<file path="config.mk">
export PLATFORM = sky130hd
export DESIGN_NAME = spu_cmd_sched
export DESIGN_NICKNAME = d
export VERILOG_FILES = /design/src/rtl/spu_sched_pkg.sv /design/src/rtl/spu_cmd_fifo.sv /design/src/rtl/spu_cmd_sched.sv
export SDC_FILE = /design/constraint.sdc
export NUM_CORES = 1
export LEC_CHECK = 0
export ABC_CLOCK_PERIOD_IN_PS = 3520
export CORE_MARGIN = 2
export CORE_UTILIZATION = 57
export DETAILED_ROUTE_END_ITERATION = 10
export DONT_BUFFER_PORTS = 1
export PLACE_DENSITY = 0.8
export SLEW_MARGIN = 20
export SYNTH_ARGS = -nofsm -noshare
export SYNTH_HDL_FRONTEND = slang
export SYNTH_SLANG_ARGS = --single-unit
</file>
<file path="constraint.sdc">
create_clock -name core_clk -period 3.52 [get_ports core_clk]
set_input_delay 0.352 -clock core_clk [delete_from_list [all_inputs] [get_ports core_clk]]
set_output_delay 0.352 -clock core_clk [all_outputs]
set_load 0.1 [all_outputs]
</file>
<file path="src/rtl/spu_sched_pkg.sv">
`default_nettype none
// +--------------------------------------------------------------------------+
// | Package  : spu_sched_pkg                                                 |
// | Purpose  : Shared definitions for the special_pu command path: packed    |
// |            command layout (field offsets and widths), scheduler state    |
// |            encoding and pack/unpack helpers used by the decoder, the     |
// |            scheduler and the special_pu wrapper.                         |
// | Revision : 1.0  initial release                                          |
// +--------------------------------------------------------------------------+
package spu_sched_pkg;

   // Address width of the default build (gbuf address / matrix dimensions).
   localparam int SPU_AW = 12;

   // Narrow field widths.
   localparam int OP_W  = 1;
   localparam int SH0_W = 4;
   localparam int SH1_W = 4;
   localparam int SH2_W = 5;
   localparam int LNM_W = 7;
   localparam int LNE_W = 5;

   // Bit offsets, LSB first (om_align occupies the least significant bits).
   localparam int OFS_OM_ALIGN = 0;
   localparam int OFS_IM_ALIGN = OFS_OM_ALIGN + SPU_AW;
   localparam int OFS_OM_BASE  = OFS_IM_ALIGN + SPU_AW;
   localparam int OFS_IM_BASE  = OFS_OM_BASE  + SPU_AW;
   localparam int OFS_LN_DIV_E = OFS_IM_BASE  + SPU_AW;
   localparam int OFS_LN_DIV_M = OFS_LN_DIV_E + LNE_W;
   localparam int OFS_SHIFT2   = OFS_LN_DIV_M + LNM_W;
   localparam int OFS_SHIFT1   = OFS_SHIFT2   + SH2_W;
   localparam int OFS_SHIFT0   = OFS_SHIFT1   + SH1_W;
   localparam int OFS_MATRIX_X = OFS_SHIFT0   + SH0_W;
   localparam int OFS_MATRIX_Y = OFS_MATRIX_X + SPU_AW;
   localparam int OFS_OP       = OFS_MATRIX_Y + SPU_AW;
   localparam int CMD_W        = OFS_OP + OP_W;   // 98 at SPU_AW = 12

   // Field order matches the offsets above, MSB first.
   typedef struct packed {
      logic [OP_W-1:0]   op;
      logic [SPU_AW-1:0] matrix_y;
      logic [SPU_AW-1:0] matrix_x;
      logic [SH0_W-1:0]  shift0;
      logic [SH1_W-1:0]  shift1;
      logic [SH2_W-1:0]  shift2;
      logic [LNM_W-1:0]  ln_div_m;
      logic [LNE_W-1:0]  ln_div_e;
      logic [SPU_AW-1:0] im_base;
      logic [SPU_AW-1:0] om_base;
      logic [SPU_AW-1:0] im_align;
      logic [SPU_AW-1:0] om_align;
   } spu_cmd_t;

   typedef enum logic [1:0] {
      ST_IDLE  = 2'd0,
      ST_CFG   = 2'd1,
      ST_START = 2'd2,
      ST_BUSY  = 2'd3
   } sched_state_t;

   function automatic logic [CMD_W-1:0] pack_cmd(input spu_cmd_t c);
      return c;
   endfunction

   function automatic spu_cmd_t unpack_cmd(input logic [CMD_W-1:0] v);
      return v;
   endfunction

endpackage
`default_nettype wire

</file>
<file path="src/rtl/spu_cmd_fifo.sv">
`default_nettype none
// +--------------------------------------------------------------------------+
// | Module   : spu_cmd_fifo                                                  |
// | Purpose  : Synchronous command FIFO, DEPTH x WIDTH. Pointers carry one   |
// |            extra wrap bit to tell full from empty. Head entry is         |
// |            presented combinationally on rd_data.                         |
// | Ports    : core_clk, rst_n (async, active-low)                           |
// |            push/wr_data   write request (ignored when full or flushing)  |
// |            pop            read request (ignored when empty or flushing)  |
// |            flush          empties the FIFO at the next edge              |
// |            rd_data        head entry; full/empty status flags            |
// | Revision : 1.0  initial release                                          |
// +--------------------------------------------------------------------------+
module spu_cmd_fifo
   import spu_sched_pkg::*;
#(
   parameter int DEPTH = 4,
   parameter int WIDTH = 98
) (
   input  logic             core_clk,
   input  logic             rst_n,
   input  logic             push,
   input  logic [WIDTH-1:0] wr_data,
   input  logic             pop,
   input  logic             flush,
   output logic [WIDTH-1:0] rd_data,
   output logic             full,
   output logic             empty
);

   localparam int PW = $clog2(DEPTH);

   logic [WIDTH-1:0] mem [DEPTH];
   logic [PW:0]      wr_ptr;
   logic [PW:0]      rd_ptr;
   logic             wr_en;
   logic             rd_en;

   // A flush discards everything, including a push or pop in the same cycle.
   assign wr_en = push && !full  && !flush;
   assign rd_en = pop  && !empty && !flush;

   assign empty   = (wr_ptr == rd_ptr);
   assign full    = (wr_ptr[PW] != rd_ptr[PW]) && (wr_ptr[PW-1:0] == rd_ptr[PW-1:0]);
   assign rd_data = mem[rd_ptr[PW-1:0]];

   always_ff @(posedge core_clk or negedge rst_n) begin
      if (!rst_n) begin
         wr_ptr <= '0;
         rd_ptr <= '0;
      end else if (flush) begin
         wr_ptr <= '0;
         rd_ptr <= '0;
      end else begin
         if (wr_en) wr_ptr <= wr_ptr + 1'b1;
         if (rd_en) rd_ptr <= rd_ptr + 1'b1;
      end
   end

   // Storage needs no reset: contents are only visible through valid pointers.
   always_ff @(posedge core_clk) begin
      if (wr_en) mem[wr_ptr[PW-1:0]] <= wr_data;
   end

endmodule
`default_nettype wire

</file>
<file path="src/rtl/spu_cmd_sched.sv">
`default_nettype none
// +--------------------------------------------------------------------------+
// | Module   : spu_cmd_sched                                                 |
// | Purpose  : Command scheduler for special_pu. Queues commands in a FIFO   |
// |            and sequences special_pu: one-cycle spu_config_en, one-cycle  |
// |            spu_start, then waits for spu_end before the next command.    |
// |            The config bus spu_cmd is held stable for each command.       |
// | Option   : SPU_SCHED_TIMEOUT_EN - BUSY watchdog of TIMEOUT_CYC cycles;    |
// |            on expiry timeout_err is set (sticky) and the queue resumes.  |
// | Ports    : core_clk, rst_n (async, active-low)                           |
// |            cmd_valid/cmd_ready/cmd_data  command push interface          |
// |            flush                         drop queued, unissued commands  |
// |            spu_config_en/spu_start/spu_end/spu_cmd  special_pu link      |
// |            sched_busy, done_pulse, done_cnt, timeout_err  status         |
// | Revision : 1.0  initial release                                          |
// +--------------------------------------------------------------------------+
module spu_cmd_sched
   import spu_sched_pkg::*;
#(
   parameter int ADDR_WIDTH  = 12,
   parameter int DEPTH       = 4,
   parameter int TIMEOUT_CYC = 65535,
   parameter int CMD_W       = 1 + 4*ADDR_WIDTH + 4 + 4 + 5 + 7 + 5 + 2*ADDR_WIDTH
) (
   input  logic             core_clk,
   input  logic             rst_n,
   input  logic             cmd_valid,
   output logic             cmd_ready,
   input  logic [CMD_W-1:0] cmd_data,
   input  logic             flush,
   output logic             spu_config_en,
   output logic             spu_start,
   input  logic             spu_end,
   output logic [CMD_W-1:0] spu_cmd,
   output logic             sched_busy,
   output logic             done_pulse,
   output logic [15:0]      done_cnt,
   output logic             timeout_err
);

   sched_state_t     state;
   logic             fifo_full;
   logic             fifo_empty;
   logic             pop;
   logic [CMD_W-1:0] head;

   // Popping only from IDLE gives the one-cycle gap between commands; a
   // flush in the same cycle wins so a dropped command is never issued.
   assign pop = (state == ST_IDLE) && !fifo_empty && !flush;

   spu_cmd_fifo #(
      .DEPTH (DEPTH),
      .WIDTH (CMD_W)
   ) u_fifo (
      .core_clk (core_clk),
      .rst_n    (rst_n),
      .push     (cmd_valid),
      .wr_data  (cmd_data),
      .pop      (pop),
      .flush    (flush),
      .rd_data  (head),
      .full     (fifo_full),
      .empty    (fifo_empty)
   );

   assign cmd_ready  = !fifo_full;
   assign sched_busy = (state != ST_IDLE) || !fifo_empty;

`ifdef SPU_SCHED_TIMEOUT_EN
   localparam int WD_W = $clog2(TIMEOUT_CYC + 1);
   logic [WD_W-1:0] wd_cnt;
   logic            tmo_flag;
   assign timeout_err = tmo_flag;
`else
   assign timeout_err = 1'b0;
`endif

   always_ff @(posedge core_clk or negedge rst_n) begin
      if (!rst_n) begin
         state         <= ST_IDLE;
         spu_config_en <= 1'b0;
         spu_start     <= 1'b0;
         spu_cmd       <= '0;
         done_pulse    <= 1'b0;
         done_cnt      <= 16'd0;
`ifdef SPU_SCHED_TIMEOUT_EN
         wd_cnt        <= '0;
         tmo_flag      <= 1'b0;
`endif
      end else begin
         // Strobes default low so each one lasts exactly one cycle.
         spu_config_en <= 1'b0;
         spu_start     <= 1'b0;
         done_pulse    <= 1'b0;
         case (state)
            ST_IDLE: begin
               if (pop) begin
                  spu_cmd       <= head;
                  spu_config_en <= 1'b1;
                  state         <= ST_CFG;
               end
            end
            ST_CFG: begin
               spu_start <= 1'b1;
               state     <= ST_START;
            end
            ST_START: begin
`ifdef SPU_SCHED_TIMEOUT_EN
               wd_cnt <= '0;
`endif
               state  <= ST_BUSY;
            end
            ST_BUSY: begin
               // A real completion takes priority over a coincident timeout.
               if (spu_end) begin
                  done_pulse <= 1'b1;
                  done_cnt   <= done_cnt + 16'd1;
                  state      <= ST_IDLE;
               end
`ifdef SPU_SCHED_TIMEOUT_EN
               else if (wd_cnt == WD_W'(TIMEOUT_CYC - 1)) begin
                  tmo_flag <= 1'b1;
                  state    <= ST_IDLE;
               end else begin
                  wd_cnt <= wd_cnt + 1'b1;
               end
`endif
            end
            default: state <= ST_IDLE;
         endcase
      end
   end

endmodule
`default_nettype wire

</file>
==> flow_metrics.py <==
metrics = {
    "status": {
        "run_status": "finished, final reports clean",
    },
    "flow_run": {
        "cap_violations": 0,
    },
    "cells_and_area": {
        "post_layout_nonfiller_instances": 1486,
        "fillCellCount": 2085,
        "synthToLayoutAreaGrowth_pct": 17.6,
        "sequential_area_sq_um": 14900,
        "layout.cells.most_common_list": "sky130_fd_sc_hd__edfxtp_1, sky130_fd_sc_hd__dfrtp_1, sky130_fd_sc_hd__dlygate4sd3_1",
        "share_of_cells_above_drive_strength_1_pct": 30.1,
        "final_cell_area_sq_um": 22600,
        "nets": 1109,
        "leading_cell_type_in_the_layout_fill_and_taps_excluded": "sky130_fd_sc_hd__edfxtp_1",
        "multi_input_comb_area_sq_um": 4080,
    },
    "synth": {
        "syn_area_sq_um": 19200,
        "synth_top_flop_cell": "sky130_fd_sc_hd__edfxtp_1",
        "asyncSetResetFlopFracSynth_pct": 24.2,
        "ys_ff_latch": 517,
        "synth-edff-count": 392,
        "post_synth_num_cell_types": 36,
        "syn_avg_cell_area_sq_um": 22.7,
        "synth_seq_area_share_pct": 77.6,
        "synth_warnings": 0,
        "synth.net_count": 960,
        "synthCells": 846,
    },
    "die": {
        "core_region_area_sq_um": 33400,
        "fp.dieH_um": 188,
        "floorplan.initialDensity_pct": 57.5,
        "rows": 67,
        "io-pin-count": 223,
        "die-width_um": 188,
        "die_area_sq_um": 35200,
    },
    "clocking": {
        "clk_pin_slew_ns": 0.05,
        "root_buffer": "sky130_fd_sc_hd__clkbuf_16",
        "tritoncts_clock_tree": "yes",
        "cts_buffer_depth": 3,
        "postCtsResizedCells": 0,
        "clock_tree.htree_level_count": 2,
        "cts_sinks": 517,
        "worst_skew_pair.late_latency_ns": 0.56,
        "cts_inserted_buffers": 51,
    },
    "drt": {
        "routed_wire_length_per_instance_um": 24.6,
        "drt-initial-drc-count": 488,
        "finalWirelength_um": 36600,
        "via_per_inst": 5.81,
        "drt_pre_antenna_iters": 5,
        "drt_drc_violations_left": 0,
        "vias": 8632,
        "final_antenna_net_count": 0,
    },
    "timing": {
        "final.setup.tns_ns": 0,
        "skew_ns": 0.0218,
        "final.period_utilization_pct": 77.5,
        "max_slew.worst_pin.slew_ns": 0.997,
        "post-route-min-period_ns": 2.73,
        "final_max_slew_viol_count": 0,
        "max_clock_freq_mhz": 367,
        "setup_repair_after_global_routing_missed_its_margin": "false",
        "tightest_slew_margin_relative_to_the_limit_pct": 33.5,
        "number_of_setup_violations_in_the_final_report": 0,
        "number_of_hold_violations_in_the_final_report": 0,
    },
    "setup_path": {
        "worst_ep_arrival_time_ns": 2.38,
        "crit_type": "flip-flop to output port",
        "critical_path.startpoint_type": "flip-flop",
        "critical_path.max_fanout": 101,
        "endpoint_kind": "output port",
        "cp_data_required_time_ns": 3.17,
    },
    "power_and_ir_drop": {
        "power.internal_uw": 11600,
        "clock_power_share_pct": 26.1,
        "sum_of_internal_switching_and_leakage_power_uw": 19900,
        "power_density_nw_per_um2": 881,
        "power.share.combinational_pct": 12.6,
        "net-switching-power_uw": 8300,
        "leakage_power_of_the_design_uw": 0.00775,
        "p_sw_share_pct": 41.7,
        "sequential_share_of_power_pct": 61.3,
        "power.ir.vdd_worst_mv": 0.725,
    },
    "placement": {
        "place.detailed.hpwl_um": 19900,
        "routability_congestion_estimate": 0.806,
        "place_area_sq_um": 19900,
        "io_buffers": 0,
        "place_inst": 1289,
    },
    "global_route": {
        "first_global_vias": 9578,
        "grt_start_max_net_pins": 126,
        "grt_antenna_before_repair": 2,
        "globalRouteOverflowTotal": 0,
        "total_routing_usage_reported_by_global_routing_pct": 21.4,
        "grt_first_pass_wirelength_um": 57000,
    },
    "min_path": {
        "worst_hold_path_type": "primary input to flip-flop",
    },
}
[cell type report]
type	instances	area share [%]
multi-input combinational	287	18.1
clock buffer	68	6.20
clock inverter	26	0.948
timing repair buffer	130	6.08
sequential	517	66.0
inverter	8	0.133
antenna	2	0.0222
tap	448	2.48
[power by group through the flow]
stage                     clock network [uW]  logic (uW)  registers, uW
after detailed placement                   0        2350          12300
after floorplan                            0        1800          12300
final                                   5190        2510          12200
after global placement                     0        2270          12300
after CTS                               5290        2550          12200
after global routing                    5520        2720          12300
[layer usage]
metal / part of all wire (%) / track usage (%) / vias to the layer above
met2: 51 / 36.5 / 308
met4: 1.5 / 5.21 / 0
met5: 0 / 0 / -
met1: 40 / 27.2 / 4562
met3: 7.9 / 6.40 / 47
li1: - / - / 3715
[metrics by stage]
step | hold WS, ns | util, % | setup WS, ns
floorplan | 0.0564 | - | 0.0502
global placement | 0.0597 | 59.7 | 1.04
detailed placement | 0.0600 | 59.7 | 0.986
CTS | 0.00500 | 67.6 | 0.677
global route | 0.0452 | 67.6 | 0.577
finish | 0.0391 | 67.6 | 0.792
[worst max-delay path, stage by stage (launching register included)]
cell and delay (ns):
sky130_fd_sc_hd__dfrtp_4 0.44, sky130_fd_sc_hd__buf_12 0.65, sky130_fd_sc_hd__xnor2_1 0.26, sky130_fd_sc_hd__nand4b_1 0.15, sky130_fd_sc_hd__buf_4 0.32
[worst paths after layout]
path | from | endpoint | slack, ns | cells after the start
worst min register to register | done_cnt[12]$_DFFE_PN0P_ | done_cnt[12]$_DFFE_PN0P_ | 0.54 | 1
max in group asynchronous | rst_n | u_fifo.rd_ptr[0]$_DFFE_PN0P_ | 2.42 | 2
worst min-delay path | spu_end | done_pulse$_DFF_PN0_ | 0.04 | 2
worst max-delay path | u_fifo.rd_ptr[0]$_DFFE_PN0P_ | sched_busy | 0.79 | 4
min in group asynchronous | rst_n | spu_cmd[36]$_DFFE_PN0P_ | 0.53 | 2
worst max register to register | u_fifo.rd_ptr[0]$_DFFE_PN0P_ | u_fifo.mem[0][67]$_DFFE_PP_ | 0.99 | 5
[logic make-up after synthesis]
kind of cell	share of synthesized area, %
simple gates	1.11
flops	77.6
mux	17.7
xor+xnor	1.17
buf+inv	1.19
fa+ha+maj	0.717
compound gates	0.489
other cells	0.0195
[cells in the mapped netlist, drive strengths merged, types with 2 or more instances]
cell	count	area [sq um]
edfxtp	392	11800
dfrtp	125	3130
mux2	101	1170
mux4	98	2210
buf	23	156
xnor2	16	140
clkbuf	11	41.3
ha	11	138
nor2	11	57.6
inv	8	30.0
nand2	8	30.0
xor2	8	85.1
nand3	6	30.0
and2	4	25.0
nand4	4	25.0
o31ai	3	36.3
and3	2	12.5
mux2i	2	20.0
nor3	2	10.0
o311ai	2	17.5
[timing repair]
action                                 CTS  global route
hold buffers                           101             0
endpoints found under the hold margin  523             0
buffers inserted                         0             0
[flip-flops by register name, indices dropped and copies added, names as in the netlist]
register	count
u_fifo.mem	392
spu_cmd	98
done_cnt	16
u_fifo.rd_ptr	3
u_fifo.wr_ptr	3
state	2
done_pulse	1
spu_config_en	1
spu_start	1
No activity file was read; power rests on OpenSTA's default activity.
